`config.mk`:
```
export PLATFORM = sky130hd
export DESIGN_NAME = stream_uart_tx
export DESIGN_NICKNAME = d
export VERILOG_FILES = /design/src/rtl/stream_uart_tx.sv
export SDC_FILE = /design/constraint.sdc
export NUM_CORES = 1
export LEC_CHECK = 0
export BUFFER_PORTS_ARGS = -buffer_cell sky130_fd_sc_hd__buf_2
export CORE_UTILIZATION = 45
export DETAILED_ROUTE_END_ITERATION = 12
export GPL_TIMING_DRIVEN = 0
export HOLD_SLACK_MARGIN = 0.08
export PLACE_DENSITY = 0.67
export SLEW_MARGIN = 25
export SYNTH_ARGS = -nofsm -noshare
export SYNTH_HDL_FRONTEND = slang
export SYNTH_SLANG_ARGS = --single-unit
```
`constraint.sdc`:
```
create_clock -name i_clk -period 3 [get_ports i_clk]
set_input_delay 0.6 -clock i_clk [delete_from_list [all_inputs] [get_ports i_clk]]
set_output_delay 0.6 -clock i_clk [all_outputs]
set_load 0.1 [all_outputs]
```
`src/rtl/stream_uart_tx.sv`:
```
// Byte-stream UART transmitter: FIFO-buffered AXI-stream input serialised as
// 8N1/8N2 frames, with optional CR/LF inserted after each tlast byte.
module stream_uart_tx #(
   parameter int CLK_FREQ_HZ = 16000000,
   parameter int BAUD        = 57600,
   parameter int DEPTH       = 16,
   parameter int STOP_BITS   = 1,
   parameter int EOL_MODE    = 0
) (
   input  logic                   i_clk,
   input  logic                   i_rst_n,
   input  logic [7:0]             i_tdata,
   input  logic                   i_tlast,
   input  logic                   i_tvalid,
   output logic                   o_tready,
   output logic                   o_uart_tx,
   output logic                   o_busy,
   output logic [$clog2(DEPTH):0] o_level
);

   localparam int DIV = (CLK_FREQ_HZ + BAUD / 2) / BAUD;
   localparam int CW  = $clog2(DIV * STOP_BITS) + 1;
   localparam int AW  = $clog2(DEPTH);
   localparam int LW  = AW + 1;

   localparam logic [CW-1:0] BIT_RL  = CW'(DIV - 1);
   localparam logic [CW-1:0] STOP_RL = CW'(STOP_BITS * DIV - 1);
   localparam logic [LW-1:0] FULL    = LW'(DEPTH);

   typedef enum logic [2:0] {
      IDLE, START, DATA, STOP, EOL_CR, EOL_LF
   } state_t;

   logic [8:0]    mem [DEPTH];
   logic [AW-1:0] wr_ptr, rd_ptr;
   logic [LW-1:0] count;
   logic          rdy_q, push, pop;
   logic [8:0]    head;

   state_t        state_q, state_d;
   logic [7:0]    sh_q, sh_d;
   logic          last_q, last_d;
   logic          eol_q, eol_d;
   logic          cr_q, cr_d;
   logic [2:0]    bit_q, bit_d;
   logic [CW-1:0] cnt_q, cnt_d;
   logic          tick;

   assign o_tready = rdy_q && (count != FULL);
   assign push     = i_tvalid && o_tready;
   assign o_level  = count;
   assign head     = mem[rd_ptr];
   assign tick     = (cnt_q == '0);
   assign o_busy   = (state_q != IDLE) || (count != '0);

   always_ff @(posedge i_clk)
      if (push) mem[wr_ptr] <= {i_tlast, i_tdata};

   always_ff @(posedge i_clk or negedge i_rst_n) begin
      if (!i_rst_n) begin
         rdy_q  <= 1'b0;
         wr_ptr <= '0;
         rd_ptr <= '0;
         count  <= '0;
      end else begin
         rdy_q <= 1'b1;
         if (push) wr_ptr <= wr_ptr + AW'(1);
         if (pop)  rd_ptr <= rd_ptr + AW'(1);
         if (push && !pop)      count <= count + LW'(1);
         else if (pop && !push) count <= count - LW'(1);
      end
   end

   always_ff @(posedge i_clk or negedge i_rst_n) begin
      if (!i_rst_n) begin
         state_q <= IDLE;
         sh_q    <= '0;
         last_q  <= 1'b0;
         eol_q   <= 1'b0;
         cr_q    <= 1'b0;
         bit_q   <= '0;
         cnt_q   <= '0;
      end else begin
         state_q <= state_d;
         sh_q    <= sh_d;
         last_q  <= last_d;
         eol_q   <= eol_d;
         cr_q    <= cr_d;
         bit_q   <= bit_d;
         cnt_q   <= cnt_d;
      end
   end

   // EOL_CR/EOL_LF act as the start bit of a fixed-byte frame
   always_comb begin
      state_d   = state_q;
      sh_d      = sh_q;
      last_d    = last_q;
      eol_d     = eol_q;
      cr_d      = cr_q;
      bit_d     = bit_q;
      cnt_d     = cnt_q;
      pop       = 1'b0;
      o_uart_tx = 1'b1;
      unique case (state_q)
         IDLE: begin
            if (count != '0) begin
               pop     = 1'b1;
               sh_d    = head[7:0];
               last_d  = head[8];
               eol_d   = 1'b0;
               cr_d    = 1'b0;
               cnt_d   = BIT_RL;
               state_d = START;
            end
         end
         START, EOL_CR, EOL_LF: begin
            o_uart_tx = 1'b0;
            cnt_d     = cnt_q - CW'(1);
            if (tick) begin
               cnt_d   = BIT_RL;
               bit_d   = '0;
               state_d = DATA;
            end
         end
         DATA: begin
            o_uart_tx = sh_q[0];
            cnt_d     = cnt_q - CW'(1);
            if (tick) begin
               cnt_d = BIT_RL;
               sh_d  = {1'b0, sh_q[7:1]};
               bit_d = bit_q + 3'd1;
               if (bit_q == 3'd7) begin
                  cnt_d   = STOP_RL;
                  state_d = STOP;
               end
            end
         end
         STOP: begin
            cnt_d = cnt_q - CW'(1);
            if (tick) begin
               cnt_d = BIT_RL;
               if (cr_q) begin
                  sh_d    = 8'h0A;
                  cr_d    = 1'b0;
                  state_d = EOL_LF;
               end else if (last_q && !eol_q && EOL_MODE == 2) begin
                  sh_d    = 8'h0D;
                  eol_d   = 1'b1;
                  cr_d    = 1'b1;
                  state_d = EOL_CR;
               end else if (last_q && !eol_q && EOL_MODE == 1) begin
                  sh_d    = 8'h0A;
                  eol_d   = 1'b1;
                  state_d = EOL_LF;
               end else if (count != '0) begin
                  pop     = 1'b1;
                  sh_d    = head[7:0];
                  last_d  = head[8];
                  eol_d   = 1'b0;
                  state_d = START;
               end else begin
                  state_d = IDLE;
               end
            end
         end
         default: state_d = IDLE;
      endcase
   end

endmodule

```
Word level (Yosys, flattened, before mapping)
Memories as Yosys holds them, arrays and structs flattened.
Cells that the tools add are included.
- add/subtract/negate cells: 6
- equal/unequal tests: 12
- multiplexer cells: 31
- reduce and logical (&&, ||, !) cells: 23
- operators by type and width (cell ; number):
    $mux 8 ; 4
    $mux 3 ; 8
    $pmux 8 s3 ; 1
    $mux 10 ; 2
    $pmux 10 s2 ; 1
    $pmux 3 s4 ; 1
    $logic_not 10->1 ; 1
    $mux 5 ; 2
    $ne 2x2->1 const B ; 5
    $sub 10x1->10 const B ; 1
    $eq 3x3->1 const B ; 3
    $reduce_and 3->1 ; 3
    $add 4x1->4 const B ; 2
    $mux 1 ; 8
    $reduce_bool 2->1 ; 4
    $eq 3x2->1 const B ; 2
    $pmux 1 s2 ; 3
    $pmux 3 s2 ; 1
    $reduce_bool 3->1 ; 2
    $add 5x1->5 const B ; 1
    $ne 5x5->1 const B ; 1
    $reduce_and 5->1 ; 1
    $reduce_bool 5->1 ; 1
    $reduce_or 5->1 ; 1
    9 further kinds ; 13
- bits in registers: 39
- RAM bits: 144
- bits of input ports: 12
- word-level logic and storage cells: 82
- memories: 1
- memories (name ; words ; bits a word ; read ports ; clocked after memory_dff ; write ports ; RTL line ; RTL):
    mem ; 16 ; 9 ; 1 ; 0 ; 1 ; 34 ; logic [8:0] mem [DEPTH];

Depth between registers and ports, before layout
- word-level depth: 8
- mapped depth: 14
- mapped depth without buffers: 14

Worst setup path before layout
OpenSTA, ideal clock, no wires.
- path kind: reg-to-reg
- start: register count[0], in the netlist o_level[0]
- end: register count[4], in the netlist o_level[4]
- arrival: 5201 ps
- data required time: 2874 ps
- path slack: -2327 ps
- stages on the path, launching flop included: 13
- buffers on the path: 1
- clock period less this slack: 5327 ps
- cells stage by stage: dfrtp_1 nor4_2 a21boi_0 and2_1 buf_2 ha_1 inv_1 fa_1 a21o_1 a21oi_1 xnor2_1 nor2_1 xnor2_1
- RTL lines (item ; RTL line ; RTL):
    start: declaration ; 36 ; logic [LW-1:0] count;
    start signal: assignment ; 69 ; if (push && !pop) count <= count + LW'(1);
    start signal: assignment ; 70 ; else if (pop && !push) count <= count - LW'(1);
    $ne 5x5->1 (*) ; 49 ; assign o_tready = rdy_q && (count != FULL);
    $logic_and 1x1->1 (*) ; 49 ;
    net o_tready ; 15 ; output logic o_tready,
    $logic_and 1x1->1 (*) ; 50 ; assign push = i_tvalid && o_tready;
    net push ; 37 ; logic rdy_q, push, pop;
    $logic_not 1->1 ; 70 ;
    $logic_and 1x1->1 ; 70 ;
    $reduce_bool 2->1 (no source line) ; -- ;
The timed path passes the listed nets; every way through them passes the cells marked *. The select of a mux whose other input is x is not followed.
A chain may end at the register's enable or synchronous reset.

Worst setup path after layout
- start: register cnt_q[1]
- end: register count[4], in the netlist o_level[4]
- word-level cells in the longest chain between the ends: 6
- ends and longest elaborated chain (item ; RTL line ; RTL):
    start: declaration ; 46 ; logic [CW-1:0] cnt_q, cnt_d;
    start signal: assignment ; 90 ; cnt_q <= cnt_d;
    $logic_not 10->1 (*) ; 53 ; assign tick = (cnt_q == '0);
    $mux 1 (*) ; 141 ; if (tick) begin
    $pmux 1 s2 (*) ; 105 ; unique case (state_q)
    $logic_not 1->1 ; 69 ;
    $logic_and 1x1->1 ; 69 ;
    $mux 5 or $reduce_bool 2->1 (tied branches) ; -- ;
Mark *: on every way between the ends. The rest lies on a longest branch, timed or not.

==> flow_summary.ini <==
[clocking]
cts.sinks = 165
cts.htree.levels = 4
cts_root_buffer = clkbuf_16
cts_tree = built
cts_buffers = 17
insertion_delay_ps = 440
clk_path_buf_depth = 2
clkTransAtPathRegs_ps = 70

[floorplanning]
dieArea_um2 = 16000
rows = 45
core_area_um2 = 15200
die_x_um = 127
die_h_um = 127
io_pins = 20
initial_core_util = 0.460

[sta]
rsz0062_at_grt = no
setup_tns_ps = 0
maxSlewViolCount = 0
relSlewSlack = 0.342
fin_crit_sh = 0.944
finClkSkew_ps = 8.95
worst_pin_slew_ps = 981
setup_viol = 0
fmax_ghz = 0.353
hold_viol_final = 0
final.min_clock_period_ps = 2830

[critical_path]
crit_type = flop to flop
crit_slowest_cell = dfrtp_1
max_stage_delay_ps = 390
cp.required_ps = 3320
worstPathArrival_ps = 3150
startpoint_type = flop
critical_path_peak_fanout = 4
cp-end-kind = flop
crit_path_cell_trace = inv_1, ha_1, nor4b_4, a41oi_1, nor3_2, inv_1, ha_1, inv_1, ha_1, a21o_1, a21oi_1, xnor2_1, nor2_1, xnor2_1

[placement]
portBuffers = 18
routabilityCongestion = 0.800
dpl.hpwl_um = 8940
dpl.cell_count = 627

[run_status]
status = finished clean

[yosys]
synthTopCellsByArea = edfxtp_1 (55%), dfrtp_1 (13%), mux4_2 (8.1%)
seq_area_frac_synth = 0.682
yosysTopAreaCellShare = 0.550
async_flop_share = 0.224
synth_cells = 421
yosysWarningCount = 0
avgSynthCellArea_um2 = 16.6
synthesis.nets = 452
ys_ff_latch = 165
synth_cell_types = 56
synth_top_area_cell = edfxtp_1
synth_flop_cell = edfxtp_1
synth_edf_count = 128
yosysMostFrequentCell = edfxtp_1
syn-cell-area_um2 = 6990
synth_common_cells = edfxtp_1 (128), dfrtp_1 (37), a21oi_1 (31), nor2_1 (31), mux4_2 (25)

[drt]
wl_per_cell_um = 20.5
vias_per_cell = 5.72
vias = 3782
first_pass_iters = 4
drc = 0
routed_wl_um = 13500
ant_nets = 0
drtIter0Drc = 272

[global_routing]
grt_pass1_wl_um = 21500
overflow = 0
grt_usage = 0.187
grt_max_degree = 38
grt_pass1_vias = 3874
antenna_found_initial = 0

[layout]
drive_gt1_frac = 0.228
nNetsFinal = 491
fill_cells = 1212
fin_cells = 661
antennaDiodeCount = 0
area_growth_pct = 14.2

[power_and_ir_drop]
p_per_area_nw_per_um2 = 721
power.leakage_nw = 2.86
max-vdd-ir-drop_mv = 0.447

[run]
maxCapViolCount = 0

[min_path]
hp-class = primary input to asynchronous set/reset pin
[stage by stage]
step	power, mW	hold slack, ps	setup slack, ps	area [um^2]	utilization
final	5.76	260	168	7990	0.525
after global routing	5.96	325	3.97	7990	0.525
after CTS	5.78	285	74.8	7970	0.524
after detailed placement	3.60	492	-5.14	7370	0.485
after global placement	3.56	481	97.2	7350	0.484
after floorplan	3.38	304	-193	7030	-
[cell usage in the layout, fill, tap and decap left out, types with 4 or more instances in the layout]
master | Yosys | routed
a21oi_1 | 31 | 31
a22oi_1 | 16 | 16
buf_2 | 8 | 26
buf_6 | 4 | 4
clkbuf_1 | 3 | 6
clkbuf_16 | 0 | 17
clkinv_4 | 0 | 4
dfrtp_1 | 37 | 32
edfxtp_1 | 128 | 128
ha_1 | 18 | 18
inv_1 | 13 | 13
mux4_1 | 7 | 7
mux4_2 | 25 | 25
nand2_1 | 14 | 14
nor2_1 | 31 | 31
nor3_1 | 10 | 6
nor3_2 | 1 | 5
o21ai_0 | 10 | 9
xnor2_1 | 10 | 10
[path summary, 6_finish.rpt]
check                      slack, ps  depth (start not counted)     start         end
setup / recovery                 170                         14  cnt_q[1]  o_level[4]
hold / removal                   260                          1   i_rst_n  o_level[3]
setup reg to reg                 170                         14  cnt_q[1]  o_level[4]
hold reg to reg                  500                          1  bit_q[0]    bit_q[0]
max in group asynchronous       2130                          1   i_rst_n  o_level[0]
min in group i_clk               500                          1  bit_q[0]    bit_q[0]
[logic make-up (layout without fill, tap and decap cells)]
family,count (synthesis),in the layout,share of synthesized area
AO/OA/AOI/OAI,75,75,0.0684
XOR/XNOR,12,12,0.0150
adder cells (fa/ha/maj),19,19,0.0351
buffers and inverters,35,87,0.0293
flip-flops,165,165,0.682
multiplexers,37,37,0.115
other,1,1,0.000536
AND/OR/NAND/NOR,77,77,0.0540
[cell type report]
| type | instances | area, um^2 | area share |
|---|---|---|---|
| multi-input cells | 221 | 2070 | 0.259 |
| clock inverters | 11 | 150 | 0.0188 |
| inverters | 13 | 48.8 | 0.00611 |
| repair buffers | 20 | 105 | 0.0132 |
| well taps | 188 | 235 | 0.0295 |
| flip-flops and latches | 165 | 4780 | 0.599 |
| clock buffers | 21 | 440 | 0.0551 |
| plain buffers | 22 | 158 | 0.0197 |
[sequential cells by signal (all words and copies together) (netlist names)]
| register | flops |
|---|---|
| sh_q | 8 |
| cnt_q | 10 |
| o_level | 5 |
| state_q | 2 |
| wr_ptr | 4 |
| rd_ptr | 4 |
| rdy_q | 1 |
| bit_q | 3 |
| mem | 128 |
[critical path: cells and delay by family, from the launching register on]
| kind | cells | cell delay [ps] |
|---|---|---|
| simple gates | 3 | 530 |
| xor+xnor | 2 | 270 |
| compound gates | 3 | 560 |
| fa+ha+maj | 3 | 650 |
| buf+inv | 3 | 320 |
| flops | 1 | 390 |
[power by group]
group | leakage [nW] | switching (mW) | internal (mW)
clock | 0.285 | 0.886 | 1.31
sequential | 1.59 | 0.0950 | 2.64
combinational | 0.983 | 0.604 | 0.222
total | 2.86 | 1.59 | 4.17
[repair_timing]
item,4_1_cts,5_1_grt
endpoints found under the setup margin,1,2
pin swaps,1,1
hold buffers,0,0
gates resized for setup,0,3
endpoints found under the hold margin,0,0
buffers inserted,1,1
[per-layer routing]
layer,GRT usage,up-vias,part of all wire
li1,-,1720,-
met1,0.244,1951,0.45
met2,0.296,82,0.49
met3,0.0422,29,0.033
met4,0.0992,0,0.027
met5,0,-,0
Note: power is estimated with default switching activity, not from simulation.
